**config.mk**
```make
export PLATFORM = sky130hd
export DESIGN_NAME = spy_bus_ctl
export DESIGN_NICKNAME = d
export VERILOG_FILES = /design/src/rtl/spy_bus_ctl.sv
export SDC_FILE = /design/constraint.sdc
export NUM_CORES = 1
export LEC_CHECK = 0
export CAP_MARGIN = 20
export CORE_ASPECT_RATIO = 1.4
export CORE_UTILIZATION = 43
export CTS_CLUSTER_SIZE = 10
export DETAILED_ROUTE_END_ITERATION = 10
export DONT_BUFFER_PORTS = 1
export SLEW_MARGIN = 20
export SYNTH_ARGS = -nofsm -noshare
export SYNTH_HDL_FRONTEND = slang
export SYNTH_SLANG_ARGS = --single-unit
```
**constraint.sdc**
```tcl
create_clock -name clk -period 2.07 [get_ports clk]
set_input_delay 0.3105 -clock clk [delete_from_list [all_inputs] [get_ports clk]]
set_output_delay 0.3105 -clock clk [all_outputs]
set_load 0.03 [all_outputs]
```
**src/rtl/spy_bus_ctl.sv**
```systemverilog
// spy_bus_ctl
//
// Sequencer for the CADR spy/debug bus. It runs one read or one write
// transaction at a time for a debug host: it drives a one-hot spy register
// select, holds it for a programmable setup time, pulses dbread or dbwrite
// for a programmable strobe width, keeps the select for one hold cycle, and
// then acknowledges. Reads capture the spy bus at the end of the strobe.
//
// Parameters:
//   SETUP_CYC  - cycles the select is held before the strobe asserts (1..255)
//   STROBE_CYC - cycles dbread/dbwrite stays asserted (1..255)
//
// Ports:
//   clk        in   system clock
//   reset      in   synchronous, active-high reset
//   req        in   transaction request, only looked at while busy=0
//   wr         in   1=write, 0=read (sampled with req)
//   addr[4:0]  in   spy register address (sampled with req)
//   wdata[15:0]in   write data (sampled with req)
//   busy       out  transaction in progress
//   ack        out  one-cycle completion pulse
//   rdata[15:0]out  most recently captured read data
//   spy_sel[31:0] out one-hot spy register select
//   dbread     out  spy read strobe
//   dbwrite    out  spy write strobe
//   spy_wdata[15:0] out data presented to the spy write decoders
//   spy_in[15:0] in  spy bus read data from the read mux

module spy_bus_ctl #(
  parameter int SETUP_CYC  = 1,
  parameter int STROBE_CYC = 2
) (
  input  logic        clk,
  input  logic        reset,
  input  logic        req,
  input  logic        wr,
  input  logic [4:0]  addr,
  input  logic [15:0] wdata,
  output logic        busy,
  output logic        ack,
  output logic [15:0] rdata,
  output logic [31:0] spy_sel,
  output logic        dbread,
  output logic        dbwrite,
  output logic [15:0] spy_wdata,
  input  logic [15:0] spy_in
);

  localparam logic [2:0] ST_IDLE   = 3'd0;
  localparam logic [2:0] ST_SETUP  = 3'd1;
  localparam logic [2:0] ST_STROBE = 3'd2;
  localparam logic [2:0] ST_HOLD   = 3'd3;
  localparam logic [2:0] ST_DONE   = 3'd4;

  // Counter reload values: a phase lasting N cycles counts N-1 down to 0.
  localparam logic [7:0] SETUP_LOAD  = 8'(SETUP_CYC - 1);
  localparam logic [7:0] STROBE_LOAD = 8'(STROBE_CYC - 1);

  logic [2:0] state;
  logic [7:0] cnt;
  logic       wr_q;

  // All outputs are registered and are updated on the same edge that moves
  // the FSM into the state they belong to, so the select is already valid in
  // the first SETUP cycle and the ack lines up with the DONE cycle.
  always_ff @(posedge clk) begin
    if (reset) begin
      state     <= ST_IDLE;
      cnt       <= 8'd0;
      wr_q      <= 1'b0;
      busy      <= 1'b0;
      ack       <= 1'b0;
      rdata     <= 16'h0000;
      spy_sel   <= 32'h0000_0000;
      dbread    <= 1'b0;
      dbwrite   <= 1'b0;
      spy_wdata <= 16'h0000;
    end else begin
      ack <= 1'b0;
      case (state)
        ST_IDLE: begin
          busy <= 1'b0;
          if (req) begin
            state     <= ST_SETUP;
            cnt       <= SETUP_LOAD;
            wr_q      <= wr;
            busy      <= 1'b1;
            spy_sel   <= 32'd1 << addr;
            spy_wdata <= wr ? wdata : 16'h0000;
          end
        end

        ST_SETUP: begin
          if (cnt == 8'd0) begin
            state   <= ST_STROBE;
            cnt     <= STROBE_LOAD;
            dbread  <= ~wr_q;
            dbwrite <= wr_q;
          end else begin
            cnt <= cnt - 8'd1;
          end
        end

        ST_STROBE: begin
          // The read capture happens on the edge that closes the strobe,
          // giving the read mux the full strobe width to settle.
          if (cnt == 8'd0) begin
            state   <= ST_HOLD;
            dbread  <= 1'b0;
            dbwrite <= 1'b0;
            if (!wr_q) begin
              rdata <= spy_in;
            end
          end else begin
            cnt <= cnt - 8'd1;
          end
        end

        ST_HOLD: begin
          // Select and write data stay put through HOLD for decoder hold
          // time; they drop as DONE is entered.
          state     <= ST_DONE;
          ack       <= 1'b1;
          spy_sel   <= 32'h0000_0000;
          spy_wdata <= 16'h0000;
        end

        ST_DONE: begin
          state <= ST_IDLE;
          busy  <= 1'b0;
        end

        default: begin
          state     <= ST_IDLE;
          busy      <= 1'b0;
          spy_sel   <= 32'h0000_0000;
          spy_wdata <= 16'h0000;
          dbread    <= 1'b0;
          dbwrite   <= 1'b0;
        end
      endcase
    end
  end

endmodule

```
# After elaboration in Yosys (flattened, before gate mapping)

Cells that the tools add are included.

Bits in registers: 80
Input bits: 41
Word-level logic and storage cells: 56

$add $sub $neg: 1
Shift operators: 1
Eq/ne operators: 8
Reduce and logical (&&, ||, !) cells: 12
Muxes and demuxes: 21
Bitwise logic cells: 3

Operator list:

| cell                 | count |
|---|---|
| $pmux 32 s2          | 1 |
| $mux 16              | 2 |
| $mux 32              | 1 |
| $pmux 16 s2          | 1 |
| $shl 1x5->32 const A | 1 |
| $mux 8               | 3 |
| $pmux 8 s3           | 1 |
| $pmux 3 s4           | 1 |
| $reduce_and 3->1     | 4 |
| $mux 3               | 3 |
| $reduce_or 3->1      | 3 |
| $logic_not 8->1      | 1 |
| $ne 2x2->1 const B   | 4 |
| $sub 8x1->8 const B  | 1 |
| $eq 3x2->1 const B   | 2 |
| $pmux 1 s3           | 2 |
| $mux 1               | 5 |
| $reduce_and 2->1     | 2 |
| $eq 3x1->1 const B   | 1 |
| $eq 3x3->1 const B   | 1 |
| $logic_not 3->1      | 1 |
| $not 1->1            | 3 |
| $reduce_bool 3->1    | 1 |
| $pmux 1 s2           | 1 |

# Logic depth before layout (Yosys ltp)

Gate-level depths: netlist of the first run.

Depth after elaboration: 4
Mapped depth: 8

# Worst setup path after synthesis of the first run

No wires, ideal clock.

Path type: register to register
From: register cnt[0]
To: register rdata[0]
Arrival time: 1737 ps
Stages on the path, launching flop included: 8
Data required time: 1942 ps
Clock period less this slack: 1865 ps
Setup slack: 205 ps
Library setup time: 128 ps
Path through: dfxtp_1 inv_1 ha_1 nor3b_1 nand3_1 buf_2 mux2i_1 nor2_1

Longest elaborated chain between the ends: 2

Ends and longest elaborated chain:

| element                           | line | RTL |
|---|---|---|
| start: declaration                | 60   | `logic [7:0] cnt;` |
| start signal: assignment          | 100  | `cnt <= cnt - 8'd1;` |
| start signal: assignment          | 115  | `cnt <= cnt - 8'd1;` |
| $logic_not 8->1                   | 107  | `if (cnt == 8'd0) begin` |
| $reduce_and 3->1 (no source line) | -    |  |
| end signal: assignment            | 112  | `rdata <= spy_in;` |
| end: declaration                  | 41   | `output logic [15:0] rdata,` |

Every way passes these cells.
A chain may end at the register's enable or synchronous reset.

# Worst setup path in the final report of the first run

From: register cnt[0]
To: register cnt[4]

Longest elaborated chain between the ends: 3
Elaborated cells on any way between the ends: 7
Those cells by class: add/sub (1); eq/ne (1); mux (3); reduce/logical (2)

Ends and longest elaborated chain:

| element                                               | line |
|---|---|
| $sub 8x1->8 / $logic_not 8->1 (equally long branches) | - |
| $mux 8, or another cell as far along                  | 107 |
| $pmux 8 s3 / $reduce_and 3->1 (equally long branches) | - |

Several ways; a longest one is shown, not always the timed one. The select of a mux whose other input is x is not followed.

==> flow_metrics.env, run 1 <==
export IMPL_status="completed"
export IMPL_r2r_start="cnt[0]$_SDFFE_PP0P_"
export IMPL_layout_nets=388
export IMPL_power_leakage_nw=1.36
export IMPL_area_growth_pct=9.30
export IMPL_syn_inst=344
export IMPL_layout_drive_gt1_share_pct=10.9
export IMPL_avgSynthCellArea_sq_um=9.31
export IMPL_syn_cell_area_sq_um=3200
export IMPL_holdCritPathClass="in -> reg"
export IMPL_min_delay_start="reset"
export IMPL_synth_area_leader_cell="dfxtp_1"
export IMPL_pin_count=109
export IMPL_arrival_ns=2.26
export IMPL_io_buffer_count=0
export IMPL_antenna_cells=0
export IMPL_power_density_nw_per_um2=1350
export IMPL_final_hold_viol_count=0
export IMPL_ys_seq_area_share_pct=50.0
export IMPL_timing_final_max_slew_violations=0
export IMPL_fin_crit_sh_pct=95.6
export IMPL_grt_pass1_wl_microns=11500
export IMPL_numCtsBuffers=9
export IMPL_synthFlopType="dfxtp_1"
export IMPL_htreeDepth=3
export IMPL_grt_max_degree=76
export IMPL_fillCellCount=702
export IMPL_dp_slack_ns=-0.0153
export IMPL_clk_pin_slew_ns=0.09
export IMPL_cts_tree="done"
export IMPL_r2r_slack_ns=0.09
export IMPL_cts_root_buffer="clkbuf_8"
export IMPL_die_w_microns=74.9
export IMPL_yosysMostFrequentCell="dfxtp_1"
export IMPL_yosysWarnings=0
export IMPL_ys_types=41
export IMPL_dp_cells=426
export IMPL_fin_area_sq_um=3500
export IMPL_grt_setup_unrepaired="false"
export IMPL_setup_ws_ns=0.0917
export IMPL_dieArea_sq_um=7800
export IMPL_first_pass_iters=4
export IMPL_ys_async_sr_fraction_pct=0
export IMPL_crit_type="reg -> reg"
export IMPL_drt_iter0_drc=153
export IMPL_clk_latency_ns=0.35
export IMPL_crit_reg2reg_capture="cnt[4]$_SDFFE_PP0P_"
export IMPL_overflow=0
export IMPL_vdd_drop_max_mv=0.581
export IMPL_synth_edf_count=0
export IMPL_gp_congestion=0.768
export IMPL_period_needed_ns=1.98
export IMPL_core_sq_um=7070
export IMPL_end_kind="flop"
export IMPL_min_path_cells=1
export IMPL_cts_sinks=80
export IMPL_hpwl_microns=4820
export IMPL_dr_total_vias=2465
export IMPL_grt_pass1_vias=2364
export IMPL_fmax_ghz=0.505
export IMPL_fin_hold_ws_ns=0.0277
export IMPL_synth_area_top_cells="dfxtp_1, a22oi_1, nor2_1"
export IMPL_holdPathEnd="spy_sel[18]$_SDFFE_PP0P_"
export IMPL_grt_antenna_before_repair=0
export IMPL_cp_start_kind="flop"
export IMPL_slew_headroom_pct=57.0
export IMPL_grt_total_usage_pct=19.5
export IMPL_detail_route_antenna_nets=0
export IMPL_setup_viol=0
export IMPL_drc=0
export IMPL_worstPathRequired_ns=2.35
export IMPL_totalWireLength_microns=7320
export IMPL_cp_max_fo=7
export IMPL_wire_per_inst_microns=16.5
export IMPL_r2r_cells=6
export IMPL_place_area_sq_um=3280
export IMPL_via_per_inst=5.54
export IMPL_ctsHoldBuffers=0
export IMPL_core_rowCount=36
export IMPL_die_h_microns=104
export IMPL_clockBufferDepth=2
export IMPL_synth_fp_nets=387
export IMPL_fin_skew_ns=0.00943
export IMPL_synth_top_cell_area_share_pct=50.0
export IMPL_tightestPinTransition_ns=0.640
export IMPL_maxCapViolations=0
export IMPL_final_cells=445
export IMPL_netlist_top_cells_count="dfxtp_1, nor2_1, a22oi_1"
export IMPL_start_util_pct=45.3
export IMPL_synth_seq_cells=80
[metal layers]
layer	vias up	share of wire, %	global-route usage (%)
li1	1228	-	-
met1	1154	38	21.4
met2	70	53	32.6
met3	13	6.5	6.01
met4	0	2.4	9.84
met5	-	0	0
[timing repair]
item,4_1_cts,5_1_grt
setup buffers,0,3
pin swaps,1,1
cloned,0,0
gates resized for setup,0,2
setup endpoints to repair,1,1
[state kept, by name (all words and copies together) (netlist names)]
name and count:
ack 1, state 3, cnt 8, spy_sel 32
rdata 16, dbread 1, wr_q 1, dbwrite 1
busy 1, spy_wdata 16
[cell families after synthesis]
kind of cell             after synthesis  synth area share, %
AO/OA/AOI/OAI                         77                 15.5
XOR/XNOR                               1                0.274
multiplexers                          17                 5.31
flip-flops                            80                 50.0
adder cells (fa/ha/maj)                2                0.781
buffers and inverters                 28                 4.45
AND/OR/NAND/NOR                      139                 23.7
[worst max-delay path, stage by stage, from the launching register on]
cell and delay [ns]:
dfxtp_2 0.35, inv_1 0.06, ha_1 0.20, nor4bb_1 0.12, a2111o_2 0.54, or4b_1 0.49, a21oi_1 0.16
[worst max path at each step]
stage                   startpoint                     to  cells past startpoint
2_1_floorplan  cnt[0]$_SDFFE_PP0P_  rdata[0]$_SDFFE_PP0P_                      7
3_3_place_gp   cnt[0]$_SDFFE_PP0P_    cnt[4]$_SDFFE_PP0P_                      6
3_5_place_dp   cnt[0]$_SDFFE_PP0P_    cnt[4]$_SDFFE_PP0P_                      6
4_1_cts        cnt[0]$_SDFFE_PP0P_    cnt[4]$_SDFFE_PP0P_                      6
5_1_grt        cnt[1]$_SDFFE_PP0P_    cnt[4]$_SDFFE_PP0P_                      6
6_report       cnt[0]$_SDFFE_PP0P_    cnt[4]$_SDFFE_PP0P_                      6
[report_power, final]
part	internal [mW]	switching, mW
Sequential	1.73	0.398
Clock	0.567	0.599
Combinational	0.616	0.797
Total	2.91	1.79
[cell type report]
type	instances	area, sq um	area share [%]
Tap cell	95	119	3.40
Clock inverter	7	77.6	2.22
Timing Repair Buffer	14	103	2.93
Multi-Input combinational cell	236	1460	41.7
Clock buffer	9	124	3.54
Inverter	4	15.0	0.429
Sequential cell	80	1600	45.8
[cells in the final DEF (no fill, tap or decap), types with 2 or more instances in the layout]
cell      count
nand2b_1      2
nor4b_1       2
inv_1         4
nor2_1       52
or4b_1        2
ha_1          2
a31oi_1       3
clkbuf_8      9
buf_4        13
clkinv_4      2
nor3_1        5
dfxtp_1      79
mux2i_1      17
or4_1         3
o21ai_0       8
nor2b_1       5
or3_1         6
a22oi_1      33
nor3b_1       4
o31ai_1       2
nand2_1      25
and3_1        2
inv_6         2
a21oi_1      27
nor3b_2       2
and3b_1       2
nand3b_1     16
[through the flow]
stage	setup TNS [ns]	power [mW]	utilization, %
4_1_cts	0	4.69	49.2
6_report	0	4.71	49.5
3_3_place_gp	0	3.48	46.3
5_1_grt	0	5.03	49.5
2_1_floorplan	0	3.27	-
3_5_place_dp	-0.0153	3.53	46.3
No activity file was read; power rests on OpenSTA's default activity.
==> inputs of run 2 (changes only) <==
- ABC_CLOCK_PERIOD_IN_PS: default -> 2070
- PLACE_DENSITY: default -> 0.58
==> run 2 against run 1 <==
  * Clock power grew 15%
  * Wire length grew 3.7%
  * Global-route usage shrank 0.48 points
  * Register-to-register slack lost 0.02 ns
  * Core utilization grew 1.2 points
  * Non-clock buffer count grew 4
  * Power grew 4.2%
  * Clock skew grew 0.0015 ns
  * Via count grew 3.2%
  * Sequential power is essentially flat
  * Largest power group unchanged
  * First-iteration DRC count shrank 16%
  * Critical path depth is the same
==> flow_metrics.env, run 2 (synthesis results as in run 1) <==
export IMPL_vdd_drop_max_mv=0.584
export IMPL_period_needed_ns=2.00
export IMPL_crit_type="reg -> reg"
export IMPL_dr_total_vias=2545
export IMPL_critPathTopFamily="compound AO/OA/AOI/OAI gates"
export IMPL_internal_power_mw=3.08
export IMPL_clk_pin_slew_ns=0.09
export IMPL_cts_sinks=80
export IMPL_swShare_pct=37.2
export IMPL_via_per_inst=5.66
export IMPL_slowest_stage="a2111o_1"
export IMPL_pin_count=109
export IMPL_io_buffer_count=0
export IMPL_place_area_sq_um=3290
export IMPL_layout_drive_gt1_share_pct=10.1
export IMPL_die_w_microns=74.9
export IMPL_fin_area_sq_um=3580
export IMPL_drt_iter0_drc=128
export IMPL_fin_skew_ns=0.0110
export IMPL_top_usage_layer="met2"
export IMPL_timing_final_max_slew_violations=0
export IMPL_worstPathRequired_ns=2.35
export IMPL_slew_headroom_pct=52.6
export IMPL_grt_setup_unrepaired="false"
export IMPL_cpPeakStageDelay_ns=0.49
export IMPL_power_mw=4.91
export IMPL_grt_max_degree=72
export IMPL_grt_antenna_before_repair=0
export IMPL_grt_total_usage_pct=19.0
export IMPL_core_rowCount=36
export IMPL_core_sq_um=7070
export IMPL_seqPwrFrac_pct=43.1
export IMPL_wire_per_inst_microns=16.9
export IMPL_top_register="spy_sel"
export IMPL_largest_reg_flops=32
export IMPL_netSwitchingPower_mw=1.82
export IMPL_path_cells="inv_1 -> ha_1 -> nor4bb_1 -> a2111o_1 -> or4b_1 -> a21oi_1"
export IMPL_drc=0
export IMPL_power_density_nw_per_um2=1370
export IMPL_regArea_sq_um=1600
export IMPL_mostFrequentLayoutCells="dfxtp_1, nor2_1, a22oi_1, a21oi_1, nand2_1"
export IMPL_htreeDepth=3
export IMPL_maxCapViolations=0
export IMPL_start_util_pct=45.3
export IMPL_r2r_cells=6
export IMPL_combPwrFrac_pct=29.6
export IMPL_die_h_microns=104
export IMPL_power_leakage_nw=1.40
export IMPL_setup_viol=0
export IMPL_fin_crit_sh_pct=96.4
export IMPL_antenna_cells=0
export IMPL_holdCritPathClass="in -> reg"
export IMPL_totalWireLength_microns=7600
export IMPL_multi_input_area_sq_um=1470
export IMPL_overflow=0
export IMPL_cp_max_fo=6
export IMPL_area_growth_pct=12.0
export IMPL_layout_nets=393
export IMPL_grt_use_met2_pct=31.1
export IMPL_setup_tns_ns=0
export IMPL_detail_route_antenna_nets=0
export IMPL_min_path_cells=1
export IMPL_fmax_ghz=0.501
export IMPL_hpwl_microns=4920
export IMPL_cts_root_buffer="clkbuf_8"
export IMPL_cts_tree="done"
export IMPL_fillCellCount=700
export IMPL_worstPathBufferInverterCount=1
export IMPL_clkPwrFrac_pct=27.3
export IMPL_final_common_cell="dfxtp_1"
export IMPL_grtUsageMet1_pct=21.1
export IMPL_dieArea_sq_um=7800
export IMPL_clockBufferDepth=2
export IMPL_numCtsBuffers=9
export IMPL_end_kind="flop"
export IMPL_clk_latency_ns=0.35
export IMPL_use_met3_pct=7.17
export IMPL_arrival_ns=2.28
export IMPL_gp_congestion=0.764
export IMPL_post_cts_resize_count=0
export IMPL_first_pass_iters=4
export IMPL_critical_path_depth=6
export IMPL_fin_hold_ws_ns=0.0183
export IMPL_cp_start_kind="flop"
export IMPL_grt_pass1_wl_microns=11200
export IMPL_status="completed"
export IMPL_tightestPinTransition_ns=0.710
export IMPL_final_hold_viol_count=0
export IMPL_reg_largest_list="spy_sel x32, rdata x16, spy_wdata x16"
export IMPL_grt_pass1_vias=2268
-- run 2: final cells by class --
cell class                 count  share of cell area (%)
timing repair buffer          18                    4.05
inverter                       4                   0.419
clock inverter                 6                    2.72
multi-input combinational    237                    41.0
tap                           95                    3.32
sequential                    80                    44.7
clock buffer                  10                    3.84
-- run 2: routing by layer --
metal / routed length [microns] / up-vias
li1: - / 1241
met1: 3060 / 1206
met2: 3780 / 82
met3: 577 / 16
met4: 178 / 0
met5: 0 / -
-- run 2: worst paths after layout --
path	from	slack, ns	to
setup / recovery	cnt[0]$_SDFFE_PP0P_	0.07	cnt[4]$_SDFFE_PP0P_
hold / removal	reset	0.02	ack$_SDFF_PP0_
setup reg to reg	cnt[0]$_SDFFE_PP0P_	0.07	cnt[4]$_SDFFE_PP0P_
hold reg to reg	cnt[1]$_SDFFE_PP0P_	0.47	cnt[1]$_SDFFE_PP0P_
-- run 2: power groups by stage --
stage | Sequential, mW | Clock (mW) | Combinational, mW
2_1_floorplan | 2.09 | 0 | 1.17
6_report | 2.12 | 1.34 | 1.45
4_1_cts | 2.12 | 1.38 | 1.39
3_5_place_dp | 2.15 | 0 | 1.38
5_1_grt | 2.15 | 1.44 | 1.60
3_3_place_gp | 2.15 | 0 | 1.36
-- run 2: per-stage QoR --
stage                     std cells  util [%]  setup slack (ns)
final                           450      50.7            0.0742
after detailed placement        428      46.5            0.0150
after floorplan                 344         -             0.205
after global routing            450      50.7            0.0133
after CTS                       446      50.1            0.0422
after global placement          428      46.5            0.0813
-- run 2: what timing repair did --
item | 4_1_cts | 5_1_grt
cloned | 0 | 1
hold buffers | 2 | 2
setup buffers | 0 | 1
hold endpoints to repair | 3 | 4
pin swaps | 1 | 1
setup endpoints to repair | 1 | 1
==> inputs of run 3 (changes only) <==
- CTS_CLUSTER_DIAMETER: default -> 150
==> results of run 3 <==
No change in the layout: final DEF, timing and power equal those of run 2.
